[config.mk]
export PLATFORM = sky130hd
export DESIGN_NAME = sparse_cas
export DESIGN_NICKNAME = d
export VERILOG_FILES = /design/src/rtl/sparse_pkg.sv /design/src/rtl/cas_adder.sv /design/src/rtl/sparse_cas.sv
export SDC_FILE = /design/constraint.sdc
export NUM_CORES = 1
export LEC_CHECK = 0
export BUFFER_PORTS_ARGS = -buffer_cell sky130_fd_sc_hd__buf_2
export CAP_MARGIN = 20
export CORE_MARGIN = 3
export CORE_UTILIZATION = 55
export DETAILED_ROUTE_END_ITERATION = 8
export PLACE_DENSITY = 0.85
export REMOVE_ABC_BUFFERS = 1
export SETUP_SLACK_MARGIN = 0.1
export SYNTH_ARGS = -nofsm -noshare
export SYNTH_HDL_FRONTEND = slang
export SYNTH_SLANG_ARGS = --single-unit
[constraint.sdc]
create_clock -name clk -period 2.4 [get_ports clk]
set_input_delay 0.24 -clock clk [delete_from_list [all_inputs] [get_ports clk]]
set_output_delay 0.24 -clock clk [all_outputs]
set_load 0.03 [all_outputs]
[src/rtl/sparse_pkg.sv]
// Shared definitions for the sparse compare-and-swap/merge block.
// Holds the default index/value widths and adder latency, plus a lane
// record {valid, index, value} at the default widths. Modules that are
// parameterised away from the defaults build their own lane record with
// the same field order.
package sparse_pkg;

  localparam int DEF_ADDRW   = 10;
  localparam int DEF_WL      = 32;
  localparam int DEF_ADD_LAT = 4;

  typedef struct packed {
    logic                   valid;
    logic [DEF_ADDRW-1:0]   index;
    logic [DEF_WL-1:0]      value;
  } lane_t;

endpackage

[src/rtl/cas_adder.sv]
// Pipelined WL-bit two's-complement adder with a latency of ADD_LAT
// enabled cycles. The whole pipeline advances only while ena is high, so
// it stays in lockstep with the sideband pipeline in the parent. The port
// list and latency are kept deliberately plain so a floating-point adder
// with the same interface can be dropped in.
// Ports:
//   clk   - rising-edge clock
//   rst_n - asynchronous active-low reset, clears every stage
//   ena   - advance enable; low freezes the pipeline
//   a, b  - operands
//   sum   - a + b, wrapping mod 2^WL, ADD_LAT enabled cycles later
module cas_adder #(
  parameter int WL      = 32,
  parameter int ADD_LAT = 4
) (
  input  logic          clk,
  input  logic          rst_n,
  input  logic          ena,
  input  logic [WL-1:0] a,
  input  logic [WL-1:0] b,
  output logic [WL-1:0] sum
);

  logic [WL-1:0] pipe_q [ADD_LAT];

  // The sum is formed in the first stage; the remaining stages only delay it.
  always_ff @(posedge clk or negedge rst_n) begin
    if (!rst_n) begin
      for (int i = 0; i < ADD_LAT; i++) pipe_q[i] <= '0;
    end else if (ena) begin
      pipe_q[0] <= a + b;
      for (int i = 1; i < ADD_LAT; i++) pipe_q[i] <= pipe_q[i-1];
    end
  end

  assign sum = pipe_q[ADD_LAT-1];

endmodule

[src/rtl/sparse_cas.sv]
// Two-lane sparse compare-and-swap with optional merge of equal indices.
// Each enabled cycle a pair of (valid, index, value) lanes is sampled,
// sorted by index (ascending or descending), and optionally merged into a
// single lane carrying the summed value when both indices match. Results
// appear on registered outputs ADD_LAT+1 enabled cycles after sampling.
// Ports:
//   clk, rst_n           - clock and asynchronous active-low reset
//   ena                  - global advance; low freezes all state
//   valid1/2, index1/2,
//   value1/2             - input lanes
//   descend              - 0 ascending, 1 descending
//   merge_en             - allow summing of equal indices
//   cnt_clr              - synchronous clear of merge_cnt (ignores ena)
//   outvalid/index/value - registered sorted (or merged) lanes
//   merged               - current output pair is a merge result
//   merge_cnt            - saturating count of merges
module sparse_cas
  import sparse_pkg::*;
#(
  parameter int ADDRW   = DEF_ADDRW,
  parameter int WL      = DEF_WL,
  parameter int ADD_LAT = DEF_ADD_LAT,
  parameter int CNTW    = 16
) (
  input  logic             clk,
  input  logic             rst_n,
  input  logic             ena,
  input  logic             valid1,
  input  logic             valid2,
  input  logic [ADDRW-1:0] index1,
  input  logic [ADDRW-1:0] index2,
  input  logic [WL-1:0]    value1,
  input  logic [WL-1:0]    value2,
  input  logic             descend,
  input  logic             merge_en,
  input  logic             cnt_clr,
  output logic             outvalid1,
  output logic             outvalid2,
  output logic [ADDRW-1:0] outindex1,
  output logic [ADDRW-1:0] outindex2,
  output logic [WL-1:0]    outvalue1,
  output logic [WL-1:0]    outvalue2,
  output logic             merged,
  output logic [CNTW-1:0]  merge_cnt
);

  // Lane record at this instance's widths; same field order as lane_t.
  typedef struct packed {
    logic             valid;
    logic [ADDRW-1:0] index;
    logic [WL-1:0]    value;
  } slot_t;

  typedef struct packed {
    slot_t l1;
    slot_t l2;
    logic  merge;
  } stage_t;

  slot_t         in1, in2;
  logic          swap;
  stage_t        stage_d;
  stage_t        stage_q [ADD_LAT];
  stage_t        tail;
  logic [WL-1:0] addSum;

  slot_t         out1_d, out2_d, out1_q, out2_q;
  logic          merged_d, merged_q;
  logic [CNTW-1:0] cnt_d, cnt_q;

  // Invalid lanes are scrubbed to zero so nothing stale travels downstream.
  // The swap only fires on a strict inequality, which keeps input order for
  // equal indices.
  always_comb begin
    in1       = '0;
    in2       = '0;
    swap      = 1'b0;
    stage_d   = '0;
    if (valid1) in1 = '{valid: 1'b1, index: index1, value: value1};
    if (valid2) in2 = '{valid: 1'b1, index: index2, value: value2};
    if (valid1 && valid2) begin
      swap          = descend ? (index2 > index1) : (index2 < index1);
      stage_d.l1    = swap ? in2 : in1;
      stage_d.l2    = swap ? in1 : in2;
      stage_d.merge = merge_en && (index1 == index2);
    end else if (valid2) begin
      stage_d.l1 = in2;
    end else begin
      stage_d.l1 = in1;
    end
  end

  // The sum operands come straight from the inputs so that the adder result
  // lands at the same enabled cycle as the last sideband stage, letting the
  // output register pick it up without an extra cycle.
  cas_adder #(
    .WL      (WL),
    .ADD_LAT (ADD_LAT)
  ) u_adder (
    .clk   (clk),
    .rst_n (rst_n),
    .ena   (ena),
    .a     (value1),
    .b     (value2),
    .sum   (addSum)
  );

  // Sideband pipeline: sorted lanes plus merge flag, ADD_LAT stages deep.
  always_ff @(posedge clk or negedge rst_n) begin
    if (!rst_n) begin
      for (int i = 0; i < ADD_LAT; i++) stage_q[i] <= '0;
    end else if (ena) begin
      stage_q[0] <= stage_d;
      for (int i = 1; i < ADD_LAT; i++) stage_q[i] <= stage_q[i-1];
    end
  end

  assign tail = stage_q[ADD_LAT-1];

  // A merge collapses the pair into lane 1 with the summed value.
  always_comb begin
    out1_d   = tail.l1;
    out2_d   = tail.l2;
    merged_d = 1'b0;
    if (tail.merge) begin
      out1_d.value = addSum;
      out2_d       = '0;
      merged_d     = 1'b1;
    end
  end

  // Clear wins over increment and acts even while the pipeline is frozen.
  always_comb begin
    cnt_d = cnt_q;
    if (cnt_clr) begin
      cnt_d = '0;
    end else if (ena && merged_d && (cnt_q != {CNTW{1'b1}})) begin
      cnt_d = cnt_q + CNTW'(1);
    end
  end

  always_ff @(posedge clk or negedge rst_n) begin
    if (!rst_n) begin
      out1_q   <= '0;
      out2_q   <= '0;
      merged_q <= 1'b0;
      cnt_q    <= '0;
    end else begin
      cnt_q <= cnt_d;
      if (ena) begin
        out1_q   <= out1_d;
        out2_q   <= out2_d;
        merged_q <= merged_d;
      end
    end
  end

  assign outvalid1 = out1_q.valid;
  assign outindex1 = out1_q.index;
  assign outvalue1 = out1_q.value;
  assign outvalid2 = out2_q.valid;
  assign outindex2 = out2_q.index;
  assign outvalue2 = out2_q.value;
  assign merged    = merged_q;
  assign merge_cnt = cnt_q;

endmodule

After elaboration in Yosys (flattened, before gate mapping)

Index checks and enable logic that the tools add are counted.

Bits in registers: 579
Input bits: 92

$add $sub $neg: 2
$lt $le $gt $ge: 2
Eq/ne operators: 2
Multiplexer cells: 13
Reduce and logical (&&, ||, !) cells: 5

Operators with widths:

| operator                                      | count |
|---|---|
| two-way mux 43 bit                            | 7 |
| two-way mux 44 bit                            | 1 |
| adder 32 bit                                  | 1 |
| two-way mux 16 bit                            | 2 |
| two-way mux 32 bit                            | 1 |
| adder 16 x 1 -> 16 bit, second input constant | 1 |
| != test 16 bit, second input constant         | 1 |
| equality test 10 bit                          | 1 |
| greater-than comparator 10 bit                | 1 |
| less-than comparator 10 bit                   | 1 |
| logical AND 1 bit                             | 4 |
| two-way mux 1 bit                             | 2 |
| nonzero test 2 bit                            | 1 |

Depth between registers and ports, before layout

Depth after elaboration: 5
Mapped depth: 12
Depth with buffers taken out: 10

Modules after synthesis

From an unflattened synthesis, not the netlist that was laid out.

Cell total of the unflattened synthesis: 2,150
Area total of the unflattened synthesis: 26,258.9 µm²

By module, submodules not included:

| module     | times used | cells an instance | area each (µm²) |
|---|---|---|---|
| sparse_cas | 1          | 1,586             | 19,558.8 |
| cas_adder  | 1          | 564               | 6,700.2 |

Worst setup path before layout

Ideal clock, no wire load.

Kind: input to register
Start: input value1[10]
End: register u_adder.pipe_q[125] in the netlist's numbering
Setup time: 125 ps
Arrival: 2,110 ps
Data required time: 2,275 ps
Setup slack: 165 ps
Stages: 9
Path buffers: 0
Cell sequence: ha_1 > a21o_1 > a21o_1 > a2111oi_2 > a21oi_1 > o21ai_1 > a21oi_1 > xor2_1 > mux2_2

Longest elaborated chain between the ends: 1

RTL lines:

| what         | line             | text |
|---|---|---|
| from (decl)  | sparse_cas.sv:32 | `input logic [WL-1:0] value1,` |
| adder 32 bit | cas_adder.sv:31  | `pipe_q[0] <= a + b;` |
| to (decl)    | cas_adder.sv:24  | `logic [WL-1:0] pipe_q [ADD_LAT];` |

Every way passes these cells.
A chain may end at the register's enable or synchronous reset.

Worst setup path in the final report

Start: input value1[5]
End: register u_adder.pipe_q[119] in the netlist's numbering

The elaborated chain is that of the path after synthesis.

==> impl_results.md <==
- Outcome: completed
- DP HPWL: 35,300 µm
- Final Routed Wirelength: 58,100 µm
- Site Rows: 76
- Width of the chip: 218 µm
- Largest area contributor in the netlist: dfrtp_1
- Final hold viol count: 0
- Setup TNS: 0 ps
- Worst-Skew Late Latency: 600 ps
- Synth top area share: 58.7%
- Layout cell share with drive strength beyond 1: 36.9%
- CP required: 2880 ps
- Tcrit/Tclk final: 94.3%
- TritonCTS clock tree: done
- Drt pass-1 iters: 5
- Overflow after GRT: 0
- Vias in the first global route: 17,056
- Largest fanout on the critical path: 3
- Mean post-synth cell area: 13.3 µm²
- Fin. max-slew vios: 0
- Mapped cell area: 24,700 µm²
- Die area: 47,400 µm²
- Post-synth ARST share: 100%
- DRC: 0
- Die H: 218 µm
- Total GRT Usage: 24.0%
- Cells after synthesis: 1,858
- Final min period: 2260 ps
- Leak: 14.0 nW
- Critical path capture point type: register
- Power Dens Cells: 883 nW/µm²
- DR vias/cell: 5.77
- Warnings from Yosys: 0
- Post-synth EDFFs: 0
- Max-Cap Viols: 0
- Post-synthesis sequential area ratio: 58.7%
- CORE AREA: 43,600 µm²
- CP max stage cell: dlygate4sd3_1
- CTS buffer count: 56
- Final core occ: 68.2%
- Fmax: 442 MHz
- Worst Setup Path Type: input port to register
- Starting density of the core: 56.5%
- Critical Path Source Type: input port
- Final GP Congestion: 0.887
- Largest net degree at the start of global routing: 151
- CP Cell Sequence: dlygate4sd3_1 -> buf_2 -> ha_1 -> a21oi_2 -> o21ai_2 -> buf_4 -> o31ai_4 -> nand2_2 -> a211o_1 -> xor2_1 -> mux2_2
- # H-tree levels: 2
- Tightest Pin Transition: 961 ps
- Unrepaired setup endpoints after global routing: false
- Area Overhead vs Synth: 20.7%
- Routed Antenna Nets: 0
- Total Nets Final: 2,303
- Synth top area cells: dfrtp_1, mux2_2, mux2i_1
- Number of synthesized register bits: 579
- Main synth FF type: dfrtp_1
- Skew final: 11.7 ps
- Max-slew headroom: 35.9%
- Clock Root Buffer: clkbuf_16
- CP peak stage delay: 530 ps
- CTS sink count: 579
- Initial antenna violation count: 4
- Fillcell total: 2,880
- First-pass GRT wire length: 91,500 µm
- Clock Pin Slew Worst Setup and Hold Paths: 60 ps
- Synth unique cells: 65
- Worst R2R Setup Slack: 230 ps
- Wire length per cell: 20.7 µm
- Final setup viols: 0
- IO Pins: 195
- Clk buf depth: 3
- IO Port Bufs: 194
- Hold crit path type: input port to register
- Vias: 16,181
- Arr. time, crit path: 2750 ps
- Detailed Route Iter0 Violations: 1,153
- Peak VDD IR: 0.668 mV
[state kept, by name (all words and copies together), names as in the netlist]
signal and cells:
merged 1, u_adder.pipe_q 96, stage_q 337, outindex2 10, outvalue1 32, u_adder.sum 32, merge_cnt 16, outvalid1 1
out1_d 11, outindex1 10, outvalue2 32, outvalid2 1
[power breakdown]
part           leakage [nW]  total (W)  switching (W)  internal [W]
registers              7.39     0.0124       0.000961        0.0115
logic                  5.64    0.00441        0.00229       0.00212
clock network         0.994    0.00947        0.00380       0.00567
[final cells by class]
class | instances | area [µm²] | share of cell area (%)
Inverter | 64 | 243 | 0.815
Clock inverter | 22 | 302 | 1.01
Antenna cell | 3 | 7.51 | 0.0252
Sequential cell | 579 | 14500 | 48.7
Tap cell | 585 | 732 | 2.46
Clock buffer | 84 | 1710 | 5.73
Multi-Input combinational cell | 1103 | 9620 | 32.3
Timing Repair Buffer | 364 | 2680 | 8.99
[cells in the final DEF, fill, tap and decap left out, types with 19 or more instances in the layout]
cell / count
o21ai_0: 61
buf_4: 84
and2_0: 39
xor2_1: 19
clkbuf_16: 60
o2bb2ai_1: 43
mux2_2: 390
nor2_1: 74
dfrtp_1: 578
nand2_1: 39
ha_1: 41
a221o_1: 42
xnor2_1: 19
nand3b_1: 42
a21oi_1: 71
a21o_1: 25
dlygate4sd3_1: 68
mux2i_1: 74
inv_1: 62
buf_2: 191
[cell families after synthesis]
logic type               after synthesis  synth area share, %
AO/OA/AOI/OAI                        290                 8.35
XOR/XNOR                              38                 1.35
adder cells (fa/ha/maj)               43                 2.21
buffers and inverters                176                 2.74
flip-flops                           579                 58.7
multiplexers                         465                 20.8
AND/OR/NAND/NOR                      267                 5.80
[cell usage after synthesis, types with 3 or more instances]
library cell and instances:
a211oi_1 3, a21o_1 25, a21oi_1 75, a221o_1 42, and2_0 40, and2_1 4
and3_1 5, buf_1 8, buf_2 9, clkbuf_1 94, dfrtp_1 579, ha_1 42
inv_1 62, mux2_2 390, mux2i_1 75, nand2_1 40, nand2b_1 3, nand3_1 19
nand3b_1 42, nand4_1 13, nor2_1 75, nor2b_1 4, nor3_1 8, o21a_1 5
o21ai_0 61, o21bai_1 4, o2bb2ai_1 43, o31ai_1 3, xnor2_1 19, xor2_1 19
[through the flow]
| stage | instance area (µm²) | cells | hold slack [ps] | total power, W | setup slack [ps] |
|---|---|---|---|---|---|
| 6_report | 29800 | 2804 | 25.0 | 0.0263 | 137 |
| 4_1_cts | 29600 | 2797 | 0.0493 | 0.0264 | 131 |
| 3_5_place_dp | 26900 | 2622 | 131 | 0.0168 | -288 |
| 3_3_place_gp | 26900 | 2622 | 127 | 0.0165 | -251 |
| 5_1_grt | 29800 | 2804 | 16.9 | 0.0275 | 55.0 |
| 2_1_floorplan | 24200 | 1746 | -55.6 | 0.0150 | -3630 |
[metal layers]
metal | global-route usage [%] | vias to the layer above | share of wire (%)
li1 | - | 7272 | -
met1 | 31.4 | 8323 | 42
met2 | 41.5 | 455 | 50
met3 | 3.51 | 127 | 4.5
met4 | 7.96 | 4 | 2.9
met5 | 0 | - | 0.041
[repair_timing]
action / 4_1_cts / 5_1_grt
hold endpoints to repair: 659 / 0
setup buffers: 0 / 1
endpoints found under the setup margin: 0 / 15
hold buffers: 69 / 0
resized for setup: 0 / 20
[worst max-delay path: cells and delay by family]
kind | cells | cell delay [ps]
buffers and inverters | 3 | 840
xor gates and xnor gates | 1 | 160
and+or+nand+nor | 1 | 100
adders and majority gates | 1 | 240
AOI/OAI and AO/OA | 4 | 900
muxes | 1 | 260
[path summary, 6_finish.rpt]
path,from,endpoint,depth (start not counted)
setup / recovery,value1[5],u_adder.pipe_q[119],11
max in group asynchronous,rst_n,stage_q[0],3
setup reg to reg,merge_cnt[9],merge_cnt[11],8
hold reg to reg,stage_q[294],stage_q[294],1
hold / removal,value1[10],stage_q[315],3
min in group asynchronous,rst_n,stage_q[301],2
Note: power is estimated with default switching activity, not from simulation.
